===== config.mk =====
export PLATFORM = sky130hd
export DESIGN_NAME = pe_mac_seq
export DESIGN_NICKNAME = d
export VERILOG_FILES = /design/src/rtl/pe_mac_seq.sv
export SDC_FILE = /design/constraint.sdc
export NUM_CORES = 1
export LEC_CHECK = 0
export ABC_AREA = 1
export ABC_CLOCK_PERIOD_IN_PS = 10700
export BUFFER_PORTS_ARGS = -buffer_cell sky130_fd_sc_hd__buf_4
export CAP_MARGIN = 20
export CORE_ASPECT_RATIO = 1.25
export CORE_MARGIN = 4
export CORE_UTILIZATION = 40
export DETAILED_ROUTE_END_ITERATION = 12
export GPL_TIMING_DRIVEN = 1
export PLACE_DENSITY = 0.63
export SLEW_MARGIN = 10
export SYNTH_ARGS = -nofsm -noshare
export SYNTH_HDL_FRONTEND = slang
export SYNTH_SLANG_ARGS = --single-unit

===== constraint.sdc =====
create_clock -name clk -period 10.7 [get_ports clk]
set_clock_uncertainty 0.15 [all_clocks]
set_input_delay 0 -clock clk [delete_from_list [all_inputs] [get_ports clk]]
set_output_delay 0 -clock clk [all_outputs]
set_load 0.01 [all_outputs]

===== src/rtl/pe_mac_seq.sv =====
// PE multiply-accumulate sequencer: row-stationary 1-D convolution over the ifmap/filter scratchpads.
// Optional neighbour partial-sum chaining is compiled in with `define PE_PSUM_CHAIN_EN.
module pe_mac_seq #(
    parameter int DATA_WIDTH = 16,
    parameter int ACC_WIDTH  = 32,
    parameter int MEM_DEPTH  = 12,
    parameter int ADDR_WIDTH = $clog2(MEM_DEPTH)
) (
    input  logic                  clk,
    input  logic                  reset,
    input  logic                  start,
    input  logic [ADDR_WIDTH-1:0] filt_len,
    input  logic [ADDR_WIDTH-1:0] stride,
    input  logic [7:0]            num_out,
    output logic                  busy,
    output logic                  done,
    input  logic                  ifmap_full,
    output logic                  ifmap_r_en,
    output logic [ADDR_WIDTH-1:0] ifmap_r_addr,
    input  logic [DATA_WIDTH-1:0] ifmap_dout,
    output logic                  ifmap_shift,
    output logic                  filt_r_en,
    output logic [ADDR_WIDTH-1:0] filt_r_addr,
    input  logic [DATA_WIDTH-1:0] filt_dout,
    input  logic [ACC_WIDTH-1:0]  psum_in,
    input  logic                  psum_in_valid,
    output logic                  psum_in_ready,
    output logic [ACC_WIDTH-1:0]  psum_out,
    output logic                  psum_out_valid,
    input  logic                  psum_out_ready
);

    typedef enum logic [2:0] {IDLE, WAIT_FILL, MAC, PSUM, OUT, SHIFT, DONE} state_t;

    state_t                        state;
    logic [ADDR_WIDTH-1:0]         s_last;
    logic [ADDR_WIDTH-1:0]         u_len;
    logic [ADDR_WIDTH-1:0]         shift_cnt;
    logic [7:0]                    n_out;
    logic [7:0]                    out_cnt;
    logic signed [ACC_WIDTH-1:0]   acc;
    logic                          rd_pend;
    logic signed [2*DATA_WIDTH-1:0] prod;

    assign prod     = $signed(ifmap_dout) * $signed(filt_dout);
    assign psum_out = acc;

`ifndef PE_PSUM_CHAIN_EN
    logic unused_psum;
    assign psum_in_ready = 1'b0;
    assign unused_psum   = ^{psum_in, psum_in_valid};
`endif

    // NOTE: all state here is updated with non-blocking assignments so every
    // register samples the values from before the edge, whatever the statement order.
    always_ff @(posedge clk or posedge reset) begin
        if (reset) begin
            state          <= IDLE;
            s_last         <= '0;
            u_len          <= '0;
            shift_cnt      <= '0;
            n_out          <= '0;
            out_cnt        <= '0;
            acc            <= '0;
            rd_pend        <= 1'b0;
            busy           <= 1'b0;
            done           <= 1'b0;
            ifmap_r_en     <= 1'b0;
            ifmap_r_addr   <= '0;
            ifmap_shift    <= 1'b0;
            filt_r_en      <= 1'b0;
            filt_r_addr    <= '0;
            psum_out_valid <= 1'b0;
`ifdef PE_PSUM_CHAIN_EN
            psum_in_ready  <= 1'b0;
`endif
        end else begin
            case (state)
                IDLE: begin
                    if (start) begin
                        s_last  <= (filt_len == '0) ? '0 : filt_len - ADDR_WIDTH'(1);
                        u_len   <= stride;
                        n_out   <= num_out;
                        out_cnt <= '0;
                        busy    <= 1'b1;
                        if (num_out == 8'd0) begin
                            done  <= 1'b1;
                            state <= DONE;
                        end else begin
                            state <= WAIT_FILL;
                        end
                    end
                end
                WAIT_FILL: begin
                    if (ifmap_full) begin
                        acc          <= '0;
                        rd_pend      <= 1'b0;
                        ifmap_r_en   <= 1'b1;
                        filt_r_en    <= 1'b1;
                        ifmap_r_addr <= '0;
                        filt_r_addr  <= '0;
                        state        <= MAC;
                    end
                end
                MAC: begin
                    // Read data lags the issue by one cycle, so accumulate on rd_pend.
                    if (rd_pend) acc <= acc + ACC_WIDTH'(prod);
                    rd_pend <= ifmap_r_en;
                    if (ifmap_r_en) begin
                        if (ifmap_r_addr == s_last) begin
                            ifmap_r_en <= 1'b0;
                            filt_r_en  <= 1'b0;
                        end else begin
                            ifmap_r_addr <= ifmap_r_addr + ADDR_WIDTH'(1);
                            filt_r_addr  <= filt_r_addr + ADDR_WIDTH'(1);
                        end
                    end else begin
                        ifmap_r_addr <= '0;
                        filt_r_addr  <= '0;
`ifdef PE_PSUM_CHAIN_EN
                        psum_in_ready  <= 1'b1;
                        state          <= PSUM;
`else
                        psum_out_valid <= 1'b1;
                        state          <= OUT;
`endif
                    end
                end
`ifdef PE_PSUM_CHAIN_EN
                PSUM: begin
                    if (psum_in_valid) begin
                        acc            <= acc + $signed(psum_in);
                        psum_in_ready  <= 1'b0;
                        psum_out_valid <= 1'b1;
                        state          <= OUT;
                    end
                end
`endif
                OUT: begin
                    if (psum_out_ready) begin
                        psum_out_valid <= 1'b0;
                        out_cnt        <= out_cnt + 8'd1;
                        if (out_cnt + 8'd1 == n_out) begin
                            done  <= 1'b1;
                            state <= DONE;
                        end else if (u_len == '0) begin
                            state <= WAIT_FILL;
                        end else begin
                            ifmap_shift <= 1'b1;
                            shift_cnt   <= ADDR_WIDTH'(1);
                            state       <= SHIFT;
                        end
                    end
                end
                SHIFT: begin
                    if (shift_cnt == u_len) begin
                        ifmap_shift <= 1'b0;
                        state       <= WAIT_FILL;
                    end else begin
                        shift_cnt <= shift_cnt + ADDR_WIDTH'(1);
                    end
                end
                DONE: begin
                    done  <= 1'b0;
                    busy  <= 1'b0;
                    state <= IDLE;
                end
                default: state <= IDLE;
            endcase
        end
    end

endmodule


==> impl_metrics.tcl <==
set metrics [dict create \
    place.gp.congestion 0.9630 \
    clk_latency_ps 360 \
    hold_path.class "primary input to async pin" \
    final_common_cell "inv_1" \
    cts_resized 0 \
    antennaDiodeCount 0 \
    netlist.area_leader.share_pct 37.98 \
    synth_cell_type_count 44 \
    critPathMaxFanout 16 \
    core_um2 38140 \
    ys_seq_area_share_pct 12.68 \
    setup_violations 0 \
    vias 12190 \
    via_per_inst 4.815 \
    port_buffers 98 \
    fmax_ghz 0.1783 \
    cts-buffers-inserted 9 \
    wl_per_cell_um 14.72 \
    cts_root_buf "clkbuf_16" \
    synth_edf_count 0 \
    cpLargestDelayFamily "adder cells" \
    synthTopCellsByArea "fa_1 38%, inv_1 13%, dfrtp_1 13%, nand2_1 12%, ha_1 8.3%" \
    first_pass_iters 5 \
    holdWs_ps 49.87 \
    ys_warn_count 0 \
    syn_avg_cell_area_um2 7.809 \
    critical_path_class "primary input to flop" \
    final_cell_mix "542 x inv_1, 510 x nand2_1, 292 x fa_1, 102 x ha_1, 99 x buf_4" \
    crit_path_max_incr_delay_ps 740 \
    outcome "finished, final reports clean" \
    finalWirelength_mm 37.26 \
    cp.required_ps 10790 \
    syn_to_final_growth_pct 10.58 \
    path_buf_inv 6 \
    slew_viol_final 0 \
    synth-main-ff-cell "dfrtp_1" \
    tns_ps 0 \
    drv_cap 0 \
    clk_path_buf_depth 2 \
    clock_sinks 78 \
    dieHeight_um 227.3 \
    grtUsageTotal_pct 18.82 \
    grt_pass1_wl_mm 64.25 \
    synthArstFlopShare_pct 100.0 \
    arrival_ps 5700 \
    ys_ff_latch 78 \
    start_util_pct 40.36 \
    drt_iter0_markers 535 \
    boundaryPins 133 \
    max_slew_margin_pct 46.15 \
    nets 2515 \
    grt_pass1_vias 13270 \
    clk_pin_slew_ps 60 \
    drive_above_1_share_pct 7.647 \
    cp-end-kind "flop" \
    worst_pin_slew_ps 800.3 \
    post_cts_buffers 0 \
    die_x_um 183.5 \
    dp_hpwl_mm 32.11 \
    grt_max_degree 57 \
    hold_viol 0 \
    die-area_um2 41700 \
    synth_fp_nets 2451 \
    fillCellCount 3780 \
    rsz0062_at_grt "false" \
    min_period_over_period_pct 52.41 \
    cts_htree_levels 3 \
    grt_overflow_total 0 \
    final_antenna_net_count 0 \
    synth_largest_area_cell "fa_1" \
    num_rows 80 \
    drc_errors 0 \
    fin_util_pct 44.63 \
    syn-instance-count 1971 \
    synthesis.area_um2 15390 \
    worst_setup_path_start_kind "primary input" \
    antenna_found_initial 0 \
    cts_tree "done" \
    worstPathCellList "buf_4 -> nand2_1 -> inv_1 -> fa_1 -> inv_1 -> fa_1 -> inv_1 -> fa_1 -> fa_1 -> fa_1 -> inv_1 -> fa_1 -> inv_1 -> ha_1 -> nand2_1 -> nor2_1 -> nand2_1 -> nor3_1 -> nand2_1 -> nand3_1 -> nand2_1 -> nand2_1 -> o21ai_1" \
    cpMaxStageDelayCell "fa_1" \
    post-route-min-period_ps 5608 \
]
==> worst min-delay path: cells and delay by family <==
family / cells / cell delay, ps
buffers and inverters: 3 / 970
==> stage by stage <==
stage,cell area [um^2],worst slack (ps),cells
floorplan,15390,5242,1971
global placement,16460,4789,2492
detailed placement,16460,4697,2492
CTS,17020,5062,2532
global route,17020,4715,2532
finish,17020,5092,2532
==> what timing repair did <==
| item | 4_1_cts | 5_1_grt |
|---|---|---|
| hold buffers | 24 | 0 |
| hold endpoints to repair | 47 | 0 |
| setup endpoints to repair | 0 | 0 |
==> registers in the layout (all words and copies together) (netlist names) <==
name	cells
filt_r_en	1
psum_out_valid	1
u_len	4
s_last	4
shift_cnt	4
rd_pend	1
out_cnt	8
state	3
psum_out	32
ifmap_shift	1
ifmap_r_en	1
n_out	8
busy	1
ifmap_r_addr	4
done	1
filt_r_addr	4
==> cell usage after synthesis (2+ instances only) <==
| library cell | number |
|---|---|
| nor2_4 | 4 |
| dfrtp_1 | 78 |
| a21oi_1 | 41 |
| ha_1 | 102 |
| o21ai_0 | 50 |
| clkbuf_1 | 61 |
| nor3_1 | 10 |
| nand2_1 | 510 |
| inv_2 | 7 |
| nand4_1 | 16 |
| fa_1 | 292 |
| nor4_1 | 2 |
| o21ai_1 | 18 |
| nand3_2 | 4 |
| nor2_1 | 83 |
| or2_2 | 5 |
| inv_1 | 543 |
| xnor2_1 | 11 |
| xor2_1 | 13 |
| nor2_2 | 2 |
| o21bai_1 | 2 |
| o22ai_1 | 7 |
| buf_6 | 2 |
| buf_2 | 3 |
| nand2_2 | 11 |
| o21a_1 | 2 |
| nand3b_1 | 3 |
| a22o_1 | 6 |
| buf_4 | 3 |
| nand3_1 | 66 |
==> per-layer routing <==
layer	share of wire, %	vias up	GRT usage, %
met2	53	237	35.16
met1	41	6063	22.63
met4	2.7	0	5.697
met3	3.4	60	2.269
li1	-	5831	-
met5	0	-	0
==> logic make-up after synthesis <==
family / count (synthesis) / synth area share [%]
AO/OA/AOI/OAI: 133 / 4.788
XOR/XNOR: 24 / 1.366
adder cells (fa/ha/maj): 394 / 46.27
buffers and inverters: 620 / 15.32
flip-flops: 78 / 12.68
multiplexers: 1 / 0.07316
other: 1 / 0.02436
AND/OR/NAND/NOR: 720 / 19.47
==> path summary, 6_finish.rpt <==
check	start	slack, ps	end	cells after the start
max in group asynchronous	reset	9280	filt_r_addr[3]$_DFFE_PP0P_	4
setup / recovery	filt_dout[1]	5090	psum_out[28]$_DFFE_PP0P_	23
min in group clk	filt_dout[0]	150	psum_out[0]$_DFFE_PP0P_	5
hold / removal	reset	50	psum_out[0]$_DFFE_PP0P_	3
hold reg to reg	ifmap_shift$_DFFE_PP0P_	330	ifmap_shift$_DFFE_PP0P_	2
setup reg to reg	psum_out[15]$_DFFE_PP0P_	5660	psum_out[23]$_DFFE_PP0P_	21
==> area by class of cell <==
class	instances	area, um^2	share of cell area, %
clock inverter	7	97.59	0.5734
sequential	78	1952	11.47
tap	492	615.6	3.617
multi-input combinational	1273	11080	65.10
clock buffer	9	225.2	1.323
timing repair buffer	123	983.4	5.778
inverter	550	2066	12.14
Power is left out: the tool's default activity adds up to more than one toggle a clock period on the data nets, which glitch-free logic cannot reach.
